**src/rtl/tenyr_alu_pkg.sv**
```systemverilog
// Shared opcode encodings and execute-unit state encoding for the tenyr ALU.
// Latency: none (declarations only).
// Backpressure: none (declarations only).
package tenyr_pkg;

    // tenyr opcodes
    localparam logic [3:0] OP_OR   = 4'b0000;
    localparam logic [3:0] OP_AND  = 4'b0001;
    localparam logic [3:0] OP_ADD  = 4'b0010;
    localparam logic [3:0] OP_MUL  = 4'b0011;
    localparam logic [3:0] OP_RSV4 = 4'b0100;
    localparam logic [3:0] OP_SHL  = 4'b0101;
    localparam logic [3:0] OP_LT   = 4'b0110;
    localparam logic [3:0] OP_EQ   = 4'b0111;
    localparam logic [3:0] OP_GT   = 4'b1000;
    localparam logic [3:0] OP_ANDN = 4'b1001;
    localparam logic [3:0] OP_XOR  = 4'b1010;
    localparam logic [3:0] OP_SUB  = 4'b1011;
    localparam logic [3:0] OP_XNOR = 4'b1100;
    localparam logic [3:0] OP_SHR  = 4'b1101;
    localparam logic [3:0] OP_NE   = 4'b1110;
    localparam logic [3:0] OP_RSVF = 4'b1111;

    // Arithmetic shift right shares the 0100 slot when that build option is on
    localparam logic [3:0] OP_SRA  = OP_RSV4;

    typedef enum logic [1:0] {
        IDLE = 2'd0,
        MUL  = 2'd1,
        HOLD = 2'd2
    } state_t;

endpackage

```
**src/rtl/tenyr_mul_iter.sv**
```systemverilog
// Iterative multiplier: retires MUL_BITS multiplier bits per cycle, low WIDTH bits of product.
// Latency: done is high in the cycle WIDTH/MUL_BITS cycles after the start edge.
// Backpressure: none; caller must not restart while busy and must take product on done.
module tenyr_mul_iter #(
    parameter int WIDTH    = 32,
    parameter int MUL_BITS = 4
) (
    input  logic             clk,
    input  logic             reset_n,
    input  logic             start,
    input  logic [WIDTH-1:0] multiplicand,
    input  logic [WIDTH-1:0] multiplier,
    output logic             done,
    output logic [WIDTH-1:0] product
);

    localparam int STEPS = WIDTH / MUL_BITS;
    localparam int CW    = $clog2(STEPS + 1);
    localparam logic [CW-1:0] LAST = CW'(STEPS);

    logic [WIDTH-1:0] acc;
    logic [WIDTH-1:0] mcand;
    logic [WIDTH-1:0] mplier;
    logic [CW-1:0]    cnt;
    logic             busy;

    // Only the low WIDTH bits are kept, so unsigned partial products are
    // correct for two's-complement operands as well.
    logic [WIDTH-1:0] first_pp;
    logic [WIDTH-1:0] next_pp;
    assign first_pp = multiplicand * WIDTH'(multiplier[MUL_BITS-1:0]);
    assign next_pp  = mcand * WIDTH'(mplier[MUL_BITS-1:0]);

    // The first digit is folded in on the start edge so the result is ready
    // after STEPS-1 further edges.
    always_ff @(posedge clk or negedge reset_n) begin
        if (!reset_n) begin
            acc    <= '0;
            mcand  <= '0;
            mplier <= '0;
            cnt    <= '0;
            busy   <= 1'b0;
        end else if (start) begin
            acc    <= first_pp;
            mcand  <= multiplicand << MUL_BITS;
            mplier <= multiplier >> MUL_BITS;
            cnt    <= CW'(1);
            busy   <= 1'b1;
        end else if (busy) begin
            if (cnt == LAST) begin
                busy <= 1'b0;
            end else begin
                acc    <= acc + next_pp;
                mcand  <= mcand << MUL_BITS;
                mplier <= mplier >> MUL_BITS;
                cnt    <= cnt + 1'b1;
            end
        end
    end

    assign done    = busy && (cnt == LAST);
    assign product = acc;

endmodule

```
**src/rtl/tenyr_alu.sv**
```systemverilog
// Handshaked tenyr execute unit: rhs = (X op O) + A; optional SRA on op 0100 via TENYR_ALU_SRA_EN.
// Latency: 1 cycle for non-multiply ops, WIDTH/MUL_BITS + 1 cycles for multiply.
// Backpressure: result held stable until out_ready; in_ready only when idle or result being taken.
module tenyr_alu
    import tenyr_pkg::*;
#(
    parameter int WIDTH     = 32,
    parameter int IMM_WIDTH = 12,
    parameter int MUL_BITS  = 4
) (
    input  logic                 clk,
    input  logic                 reset_n,
    input  logic                 in_valid,
    output logic                 in_ready,
    input  logic [3:0]           op,
    input  logic                 swap,
    input  logic [WIDTH-1:0]     x,
    input  logic [WIDTH-1:0]     y,
    input  logic [IMM_WIDTH-1:0] imm,
    output logic                 out_valid,
    input  logic                 out_ready,
    output logic [WIDTH-1:0]     rhs,
    output logic                 err
);

    localparam logic [WIDTH-1:0] W_LIM = WIDTH'(WIDTH);

    state_t           state;
    logic [WIDTH-1:0] a_q;
    logic [WIDTH-1:0] i_ext;
    logic [WIDTH-1:0] o_sel;
    logic [WIDTH-1:0] a_sel;
    logic [WIDTH-1:0] pre;
    logic [WIDTH-1:0] alu_res;
    logic             alu_err;
    logic             accept;
    logic             mul_start;
    logic             mul_done;
    logic [WIDTH-1:0] mul_product;

    assign i_ext = WIDTH'($signed(imm));
    assign o_sel = swap ? i_ext : y;
    assign a_sel = swap ? y : i_ext;

    assign in_ready  = (state == IDLE) || ((state == HOLD) && out_ready);
    assign accept    = in_valid && in_ready;
    assign mul_start = accept && (op == OP_MUL);

    // Single-cycle result for every op except multiply.
    always_comb begin
        pre     = '0;
        alu_err = 1'b0;
        case (op)
            OP_OR:   pre = x | o_sel;
            OP_AND:  pre = x & o_sel;
            OP_ADD:  pre = x + o_sel;
            OP_MUL:  pre = '0;
            OP_SHL:  pre = (o_sel >= W_LIM) ? '0 : (x << o_sel);
            OP_LT:   pre = ($signed(x) <  $signed(o_sel)) ? '1 : '0;
            OP_EQ:   pre = (x == o_sel) ? '1 : '0;
            OP_GT:   pre = ($signed(x) >  $signed(o_sel)) ? '1 : '0;
            OP_ANDN: pre = x & ~o_sel;
            OP_XOR:  pre = x ^ o_sel;
            OP_SUB:  pre = x - o_sel;
            OP_XNOR: pre = ~(x ^ o_sel);
            OP_SHR:  pre = (o_sel >= W_LIM) ? '0 : (x >> o_sel);
            OP_NE:   pre = (x != o_sel) ? '1 : '0;
`ifdef TENYR_ALU_SRA_EN
            OP_SRA:  pre = (o_sel >= W_LIM) ? {WIDTH{x[WIDTH-1]}}
                                            : WIDTH'($signed(x) >>> o_sel);
`endif
            default: begin
                pre     = '0;
                alu_err = 1'b1;
            end
        endcase
        alu_res = pre + a_sel;
    end

    tenyr_mul_iter #(
        .WIDTH    (WIDTH),
        .MUL_BITS (MUL_BITS)
    ) u_mul (
        .clk          (clk),
        .reset_n      (reset_n),
        .start        (mul_start),
        .multiplicand (x),
        .multiplier   (o_sel),
        .done         (mul_done),
        .product      (mul_product)
    );

    // Control FSM with registered result; A is parked in a_q during a multiply
    // so the operand buses may change after accept.
    always_ff @(posedge clk or negedge reset_n) begin
        if (!reset_n) begin
            state     <= IDLE;
            out_valid <= 1'b0;
            rhs       <= '0;
            err       <= 1'b0;
            a_q       <= '0;
        end else if (accept) begin
            if (op == OP_MUL) begin
                state     <= MUL;
                out_valid <= 1'b0;
                err       <= 1'b0;
                a_q       <= a_sel;
            end else begin
                state     <= HOLD;
                out_valid <= 1'b1;
                rhs       <= alu_res;
                err       <= alu_err;
            end
        end else if ((state == MUL) && mul_done) begin
            state     <= HOLD;
            out_valid <= 1'b1;
            rhs       <= mul_product + a_q;
            err       <= 1'b0;
        end else if ((state == HOLD) && out_ready) begin
            state     <= IDLE;
            out_valid <= 1'b0;
        end
    end

endmodule

```
**config.mk**
```make
export PLATFORM = sky130hd
export DESIGN_NAME = tenyr_alu
export DESIGN_NICKNAME = d
export VERILOG_FILES = /design/src/rtl/tenyr_alu_pkg.sv /design/src/rtl/tenyr_mul_iter.sv /design/src/rtl/tenyr_alu.sv
export SDC_FILE = /design/constraint.sdc
export NUM_CORES = 1
export LEC_CHECK = 0
export BUFFER_PORTS_ARGS = -buffer_cell sky130_fd_sc_hd__buf_2
export CELL_PAD_IN_SITES_DETAIL_PLACEMENT = 0
export CELL_PAD_IN_SITES_GLOBAL_PLACEMENT = 1
export CORE_AREA = 2 2 252 229
export DETAILED_ROUTE_END_ITERATION = 12
export DIE_AREA = 0 0 254 231
export GPL_TIMING_DRIVEN = 0
export PLACE_DENSITY = 0.81
export SLEW_MARGIN = 20
export SYNTH_ARGS = -nofsm -noshare
export SYNTH_HDL_FRONTEND = slang
export SYNTH_HIERARCHICAL = 1
export SYNTH_SLANG_ARGS = --single-unit
```
**constraint.sdc**
```tcl
create_clock -name clk -period 5.5 [get_ports clk]
set_input_delay 1.1 -clock clk [delete_from_list [all_inputs] [get_ports clk]]
set_output_delay 1.1 -clock clk [all_outputs]
set_load 0.01 [all_outputs]
```
==> results of run 1 <==
-- worst paths after layout --
check | from | endpoint | slack, ns
max in group asynchronous | reset_n | u_mul/product[22] | 4.01
max reg2reg | u_mul/mplier[3] | u_mul/product[30] | 0.16
min reg2reg | rhs[18] | rhs[18] | 0.48
max | swap | rhs[31] | -2.07
min | rhs[18] | rhs[18] | 0.48
min in group asynchronous | reset_n | rhs[7] | 0.60
-- report_power, final --
part	switching, W	total (W)	internal (W)	leakage, nW
sequential	0.000497	0.00208	0.00158	2.09
combinational	0.00457	0.00747	0.00290	12.5
clock	0.000582	0.00118	0.000601	0.277
total	0.00565	0.0107	0.00509	14.9
-- per-layer routing --
| layer | track usage, % | vias up | part of all wire, % |
|---|---|---|---|
| met5 | 0 | - | 0.0087 |
| met4 | 25.85 | 2 | 6.9 |
| met3 | 15.93 | 504 | 14 |
| met2 | 65.00 | 2208 | 40 |
| met1 | 60.41 | 14960 | 39 |
| li1 | - | 13060 | - |
-- cell usage after synthesis, types with 73 or more instances --
library cell / n / area [µm²]
nand2_1: 417 / 1565
and2_1: 167 / 1045
a21o_1: 73 / 548.0
xnor2_1: 99 / 867.1
nor2_1: 275 / 1032
mux2i_1: 125 / 1251
clkbuf_1: 156 / 585.6
fa_1: 135 / 2703
dfrtp_1: 160 / 4004
a21oi_1: 293 / 1466
inv_1: 328 / 1231
o21ai_0: 278 / 1391
ha_1: 222 / 2778
-- worst max-delay path, delay by kind of cell --
kind	cells	cell delay, ns
fa+ha+maj	2	0.49
buf+inv	11	1.61
simple gates	5	0.87
xor+xnor	2	0.46
compound gates	14	3.20
mux	1	0.18
-- flip-flops by register name, summed over array words and instances, names as in the netlist --
signal / count
rhs: 32
a_q: 32
u_mul/cnt: 4
err: 1
u_mul/mcand: 28
u_mul/product: 32
u_mul/mplier: 28
out_valid: 1
u_mul/busy: 1
state: 1
-- repair_timing --
action,4_1_cts,5_1_grt
pin swaps,100,112
setup buffers,86,51
hold buffers,0,0
gates cloned,1,0
setup endpoints to repair,55,56
resized for setup,302,157
-- cells by family (layout without fill, tap and decap cells) --
family | count (synthesis) | count (layout)
AOI/OAI and AO/OA | 1080 | 1080
DFF | 160 | 160
and+or+nand+nor | 1138 | 1138
muxes | 177 | 177
other | 0 | 4
adders and majority gates | 357 | 357
xor gates and xnor gates | 136 | 136
buffers and inverters | 528 | 805
-- area by class of cell --
cell class / instances / area share (%)
Inverter: 333 / 3.927
Sequential cell: 160 / 12.28
Buffer: 190 / 4.257
Clock inverter: 15 / 0.4530
Timing Repair Buffer: 250 / 5.394
Multi-Input combinational cell: 2888 / 69.41
Antenna cell: 4 / 0.03071
Tap cell: 765 / 2.937
Clock buffer: 17 / 1.305
-- metrics by stage --
step	power, W	worst slack (ns)
after global placement	0.007995	-4.390
after detailed placement	0.008140	-4.324
after floorplan	0.005946	-2.054
after CTS	0.009949	-1.900
final	0.01074	-2.068
after global routing	0.01129	-2.209
==> summary.txt, run 1 <==
Run status
  • Outcome: finished with violations
  • Failing checks: setup timing

Floorplan
  • Starting density of the core: 47.50%
  • Core Area: between 50,000 and 60,000 µm²
  • Die X: approximately 250 µm
  • DIE HEIGHT: 231 µm
  • I/O pins: 120
  • Die area: a little under 60,000 µm²
  • Cell Rows: 83

Hold path
  • Hold Crit Class: reg2reg
  • Hold Path Cell Cnt: 2

Timing
  • Worst rel slew slack: between 10% and 20%
  • WHS: 0.4793 ns
  • Final worst slack: -2.068 ns
  • Unrepaired setup endpoints after global routing: yes
  • Period minus WS final: 7.568 ns
  • Fmax: around 0.13 GHz
  • Final slew viol count: 0
  • Setup TNS: -43.80 ns
  • Final worst-path cycle share: 137.6%
  • Final hold vios: 0
  • # setup viols final: 38
  • Worst slew pin tran: between 1 and 1.5 ns
  • Worst Skew: around 0.016 ns

Final layout
  • Area growth syn-to-layout: 21.90%
  • Register area: ~4000 µm²
  • Final cell count without fillers: 4,622
  • Most frequent cells in the layout: nand2_1 (413), inv_1 (322), nor2_1 (267)
  • Cell area after layout: ~33,000 µm²
  • Number of fillers in the final layout: approximately 5,200
  • Commonest non-fill, non-tap cell in the layout: nand2_1
  • Area of the multi-input gates: 22,620 µm²
  • Nets: between 4,000 and 5,000
  • Final core utilization: about 58%
  • Fraction of layout cells with a size suffix above 1: between 15 and 20%

Yosys
  • Post-synth EDFFs: 0
  • Syn Area/Cell: approximately 7.5 µm²
  • Mux share of post-synthesis cell area: 6.954%
  • Top_reg_cell synth: dfrtp_1
  • FFs w/ async S/R, synth: between 90% and 100%
  • Post-Synth Adder-Cell Area: 20.50%
  • Cells after Synth: approximately 3,600
  • Register area share after synthesis: ~15%
  • Yosys warns: 6
  • Synth Area in XOR/XNOR: about 4.6%
  • Post-synthesis simple-gate area fraction: approximately a fifth
  • Compound-cell area share of the yosys netlist: 25.61%
  • Yosys cell types: between 80 and 90
  • Synthesized area: 26,740 µm²
  • Largest family of logic cells by synthesized area: compound AO/OA/AOI/OAI gates
  • Post-synthesis register bit count: 160
  • Synthesized Nets: roughly 4,000

Power and ir drop
  • Max VDD drop: roughly 0.00022 V
  • Leakage: around 15 nW
  • PwrDens: roughly 330 nW/µm²

Setup path
  • Length in cells of the worst reg-to-reg path: 16
  • Setup CP Type: in2reg
  • Critical Path Slowest Stage Cell: o31ai_4
  • Worst Setup End Kind: flop
  • Critical Path AT: between 7 and 8 ns
  • Max stage delay on crit path: approximately 0.40 ns
  • Crit-path max FO: 10
  • Startpoint Class: primary input
  • WP data required: 5.84 ns

Placed design
  • Dpl hpwl: between 100,000 and 150,000 µm
  • Placed cells: roughly 4,500
  • Routability Congestion: 1.101
  • Input/output buffers: between 100 and 150
  • Cell Area, Placed: ~29,000 µm²

CTS
  • H-tree depth: 4
  • CTS clk-pin slew, worst paths: approximately 0.07 ns
  • CTS tree: done
  • Worst skew pair latency: about 0.47 ns
  • TritonCTS Buffers: 17
  • CTS root buf: clkbuf_16
  • CTS Sinks: 160
  • Clock tree buffer depth: 2

Detailed routing
  • Iter 0 DRT Violations: a little under 4,000
  • Drt drc: 0
  • Drt first pass iters: 7
  • Final antenna-violating net count: 0
  • Avg WL per Cell: approximately 30 µm
  • Routed WL: 137,900 µm
  • Drt via density: roughly 6.6
  • DR vias: 30,740

Global route
  • Tot GR Track Use: a little under half
  • Gr ovfl total: 0
  • Vias in the first global route: 28,770
  • Initial antenna violation count: 6
  • First-pass GRT wire length: slightly below 200,000 µm
  • Largest net degree at the start of global routing: 87

Run
  • Maxcap violations: 0
Note: power is estimated with default switching activity, not from simulation.
==> inputs of run 2 (changes only) <==
==> constraint.sdc (replaced) <==
create_clock -name clk -period 8 [get_ports clk]
set_input_delay 1.6 -clock clk [delete_from_list [all_inputs] [get_ports clk]]
set_output_delay 1.6 -clock clk [all_outputs]
set_load 0.01 [all_outputs]
==> run 2 against run 1 <==
Compared with the run above: the flow still finishes with violations (setup timing); global-route usage is 2.0 points lower; critical path depth is 14 lower; clock skew is 0.0045 ns lower; sequential power is 33% lower; core utilization is 3.2 points lower; sequential cell count stayed put; setup slack better by 1.9 ns; final cell count is 1.6% lower; wire length is 5.0% lower; sequential share of layout area is 0.72 points higher; via count is 4.7% lower; critical endpoint unchanged.
==> summary.txt, run 2 (same netlist as run 1, synthesis figures left out) <==
Run status
  • Outcome: finished with violations
  • Failing checks: setup timing

CTS
  • CTS root buf: clkbuf_16
  • CTS clk-pin slew, worst paths: 0.07 ns (about the same)
  • Clock tree buffer depth: 2 (unchanged)
  • CTS Sinks: 160 (unchanged)
  • H-tree depth: 4 (unchanged)
  • CTS tree: done
  • Worst skew pair latency: 0.45 ns (-0.02 ns)
  • TritonCTS Buffers: 17 (unchanged)

Placed design
  • Placed cells: 4,459 (unchanged)
  • Dpl hpwl: 104,100 µm (-1.3%)
  • Routability Congestion: 1.107 (+0.57%)
  • Place WS: -2.611 ns (+1.713 ns)
  • Input/output buffers: 117 (unchanged)
  • Cell Area, Placed: 28,550 µm² (-0.91%)

Timing
  • # setup viols final: 1 (-97%)
  • Period minus WS final: 8.138 ns
  • Final hold vios: 0 (unchanged)
  • Final slew viol count: 0 (unchanged)
  • Final worst-path cycle share: 101.7%
  • Unrepaired setup endpoints after global routing: yes
  • Worst rel slew slack: 19.68% (+3.5 points)
  • Final worst slack: -0.1381 ns (+1.929 ns)
  • Fmax: between 0.1 and 0.15 GHz
  • Worst slew pin tran: 1.196 ns (-0.05763 ns)
  • Worst Skew: 0.01171 ns (-0.004500 ns)

Setup path
  • CP Buf/Inv Count: 2 (-9)
  • WP data required: 8.34 ns (+2.50 ns)
  • Critical Path Stages: 21 (-40%)
  • Max stage delay on crit path: 0.71 ns (+0.31 ns)
  • Critical Path AT: 8.47 ns (+0.56 ns)
  • Crit-path max FO: 10 (unchanged)
  • Setup CP Type: in2reg
  • Length in cells of the worst reg-to-reg path: 15 (-1)
  • CP Cell Sequence: buf_2 > nand2b_1 > nor2_2 > nand2_1 > clkbuf_1 > xnor2_1 > a31oi_1 > o21ai_0 > a211oi_1 > nand3_1 > ha_1 > o21a_1 > or3_4 > a31oi_4 > a21oi_2 > nor4b_2 > o31a_1 > o21ai_2 > o41ai_2 > xnor3_1 > a221o_1
  • Largest delay contributor family on the critical path: compound AO/OA/AOI/OAI gates
  • Critical Path Slowest Stage Cell: a211oi_1
  • Startpoint Class: primary input
  • Worst Setup End Kind: flop

Detailed routing
  • Final antenna-violating net count: 0 (unchanged)
  • Drt drc: 0 (unchanged)
  • Drt first pass iters: 8 (+1)
  • DR vias: 29,300 (-4.7%)
  • Routed WL: 131,000 µm (-5.0%)
  • Avg WL per Cell: 28.81 µm (-3.5%)
  • Drt via density: 6.442 (-3.1%)
  • Iter 0 DRT Violations: 3,397 (-14%)

Final layout
  • Register area: 4004 µm² (unchanged)
  • Fraction of layout cells with a size suffix above 1: 12.54% (-5.0 points)
  • Most frequent cells in the layout: nand2_1 (414), inv_1 (323), o21ai_0 (272)
  • Nets: 4,208 (-1.7%)
  • Final cell count without fillers: 4,548 (-1.6%)
  • Number of fillers in the final layout: 5,649 (+9.4%)
  • Commonest non-fill, non-tap cell in the layout: nand2_1
  • Cell area after layout: 30,780 µm² (-5.6%)
  • Area growth syn-to-layout: 15.11%
  • Area of the multi-input gates: 21,660 µm² (-4.2%)

Floorplan
  • Starting density of the core: 47.50% (unchanged)
  • DIE HEIGHT: 231 µm (unchanged)
  • Cell Rows: 83 (unchanged)
  • Die area: 58,670 µm² (unchanged)
  • I/O pins: 120 (unchanged)
  • Core Area: 56,290 µm² (unchanged)
  • Die X: 254 µm (unchanged)

Hold path
  • Hold Crit Class: reg2reg
  • Hold Path Cell Cnt: 2 (unchanged)

Global route
  • Initial antenna violation count: 15 (+9)
  • Tot GR Track Use: 43.85% (-2.0 points)
  • Gr ovfl total: 0 (unchanged)
  • Largest net degree at the start of global routing: 91 (+4.6%)
  • Vias in the first global route: 27,090 (-5.8%)
  • First-pass GRT wire length: 185,800 µm (-4.9%)

Power and ir drop
  • PwrDens: 220.7 nW/µm² (-33%)
  • Max VDD drop: 0.0001416 V (-36%)
  • Leakage: 14.22 nW (-4.4%)

Run
  • Maxcap violations: 0 (unchanged)
run 2: changes by cell type in the layout (fill, tap and decap cells not counted), sizes merged:
cell      change
bufbuf        -1
clkinv        -2
buf          -68
inv           -4
clkinvlp      +1
bufinv        +3
clkbuf        -3
run 2: path summary, 6_finish.rpt:
kind | startpoint | slack (ns) | endpoint
worst min register to register | rhs[1] | 0.47 | rhs[1]
worst min-delay path | rhs[1] | 0.47 | rhs[1]
worst max-delay path | op[1] | -0.14 | rhs[31]
max in group asynchronous | reset_n | 6.02 | u_mul/mcand[20]
min in group asynchronous | reset_n | 1.09 | rhs[18]
worst max register to register | u_mul/mplier[1] | 1.96 | u_mul/product[16]
run 2: worst register-to-register path: stages, from the launching register on:
cell	delay [ns]
dfrtp_1	0.32
clkbuf_1	0.50
clkbuf_1	0.51
nand2_1	0.16
fa_1	0.52
fa_1	0.42
fa_1	0.52
inv_1	0.04
ha_1	0.34
a21o_1	0.20
a21oi_1	0.30
a31oi_1	0.23
a21boi_0	0.39
xnor2_1	0.15
a211oi_1	0.85
nor3_1	0.36
run 2: through the flow:
stage,total power (W),utilization (%),setup TNS [ns],hold slack (ns)
6_report,0.006793,54.68,-0.1381,0.4682
5_1_grt,0.007198,54.67,-0.07144,0.4896
4_1_cts,0.006546,53.51,0,0.4728
3_3_place_gp,0.005519,50.65,-62.62,0.4463
2_1_floorplan,0.004042,-,-0.06138,0.4570
3_5_place_dp,0.005532,50.72,-61.42,0.4582
run 2: metal layers:
layer,vias to the layer above,part of all wire (%),global-route usage [%]
li1,12920,-,-
met5,-,0.10,0
met1,14140,41,59.34
met3,390,13,15.93
met4,20,6.1,23.64
met2,1830,39,60.14
run 2: layout make-up:
cell class	count	share of cell area, %
Clock buffer	19	1.472
Inverter	333	4.102
Sequential cell	160	13.01
Clock inverter	13	0.5610
Multi-Input combinational cell	2888	70.39
Buffer	176	3.220
Antenna cell	4	0.03252
Timing Repair Buffer	190	4.110
Tap cell	765	3.110
run 2: what timing repair did:
| item | in CTS | in global routing |
|---|---|---|
| endpoints found under the setup margin | 37 | 19 |
| buffers inserted | 39 | 30 |
| endpoints found under the hold margin | 0 | 0 |
| gates cloned | 2 | 2 |
| hold buffers | 0 | 0 |
| resized for setup | 149 | 114 |
| pin swaps | 33 | 48 |
run 2: report_power, final:
group          internal [W]  switching (W)
logic               0.00164        0.00289
registers           0.00109       0.000296
clock network      0.000513       0.000371
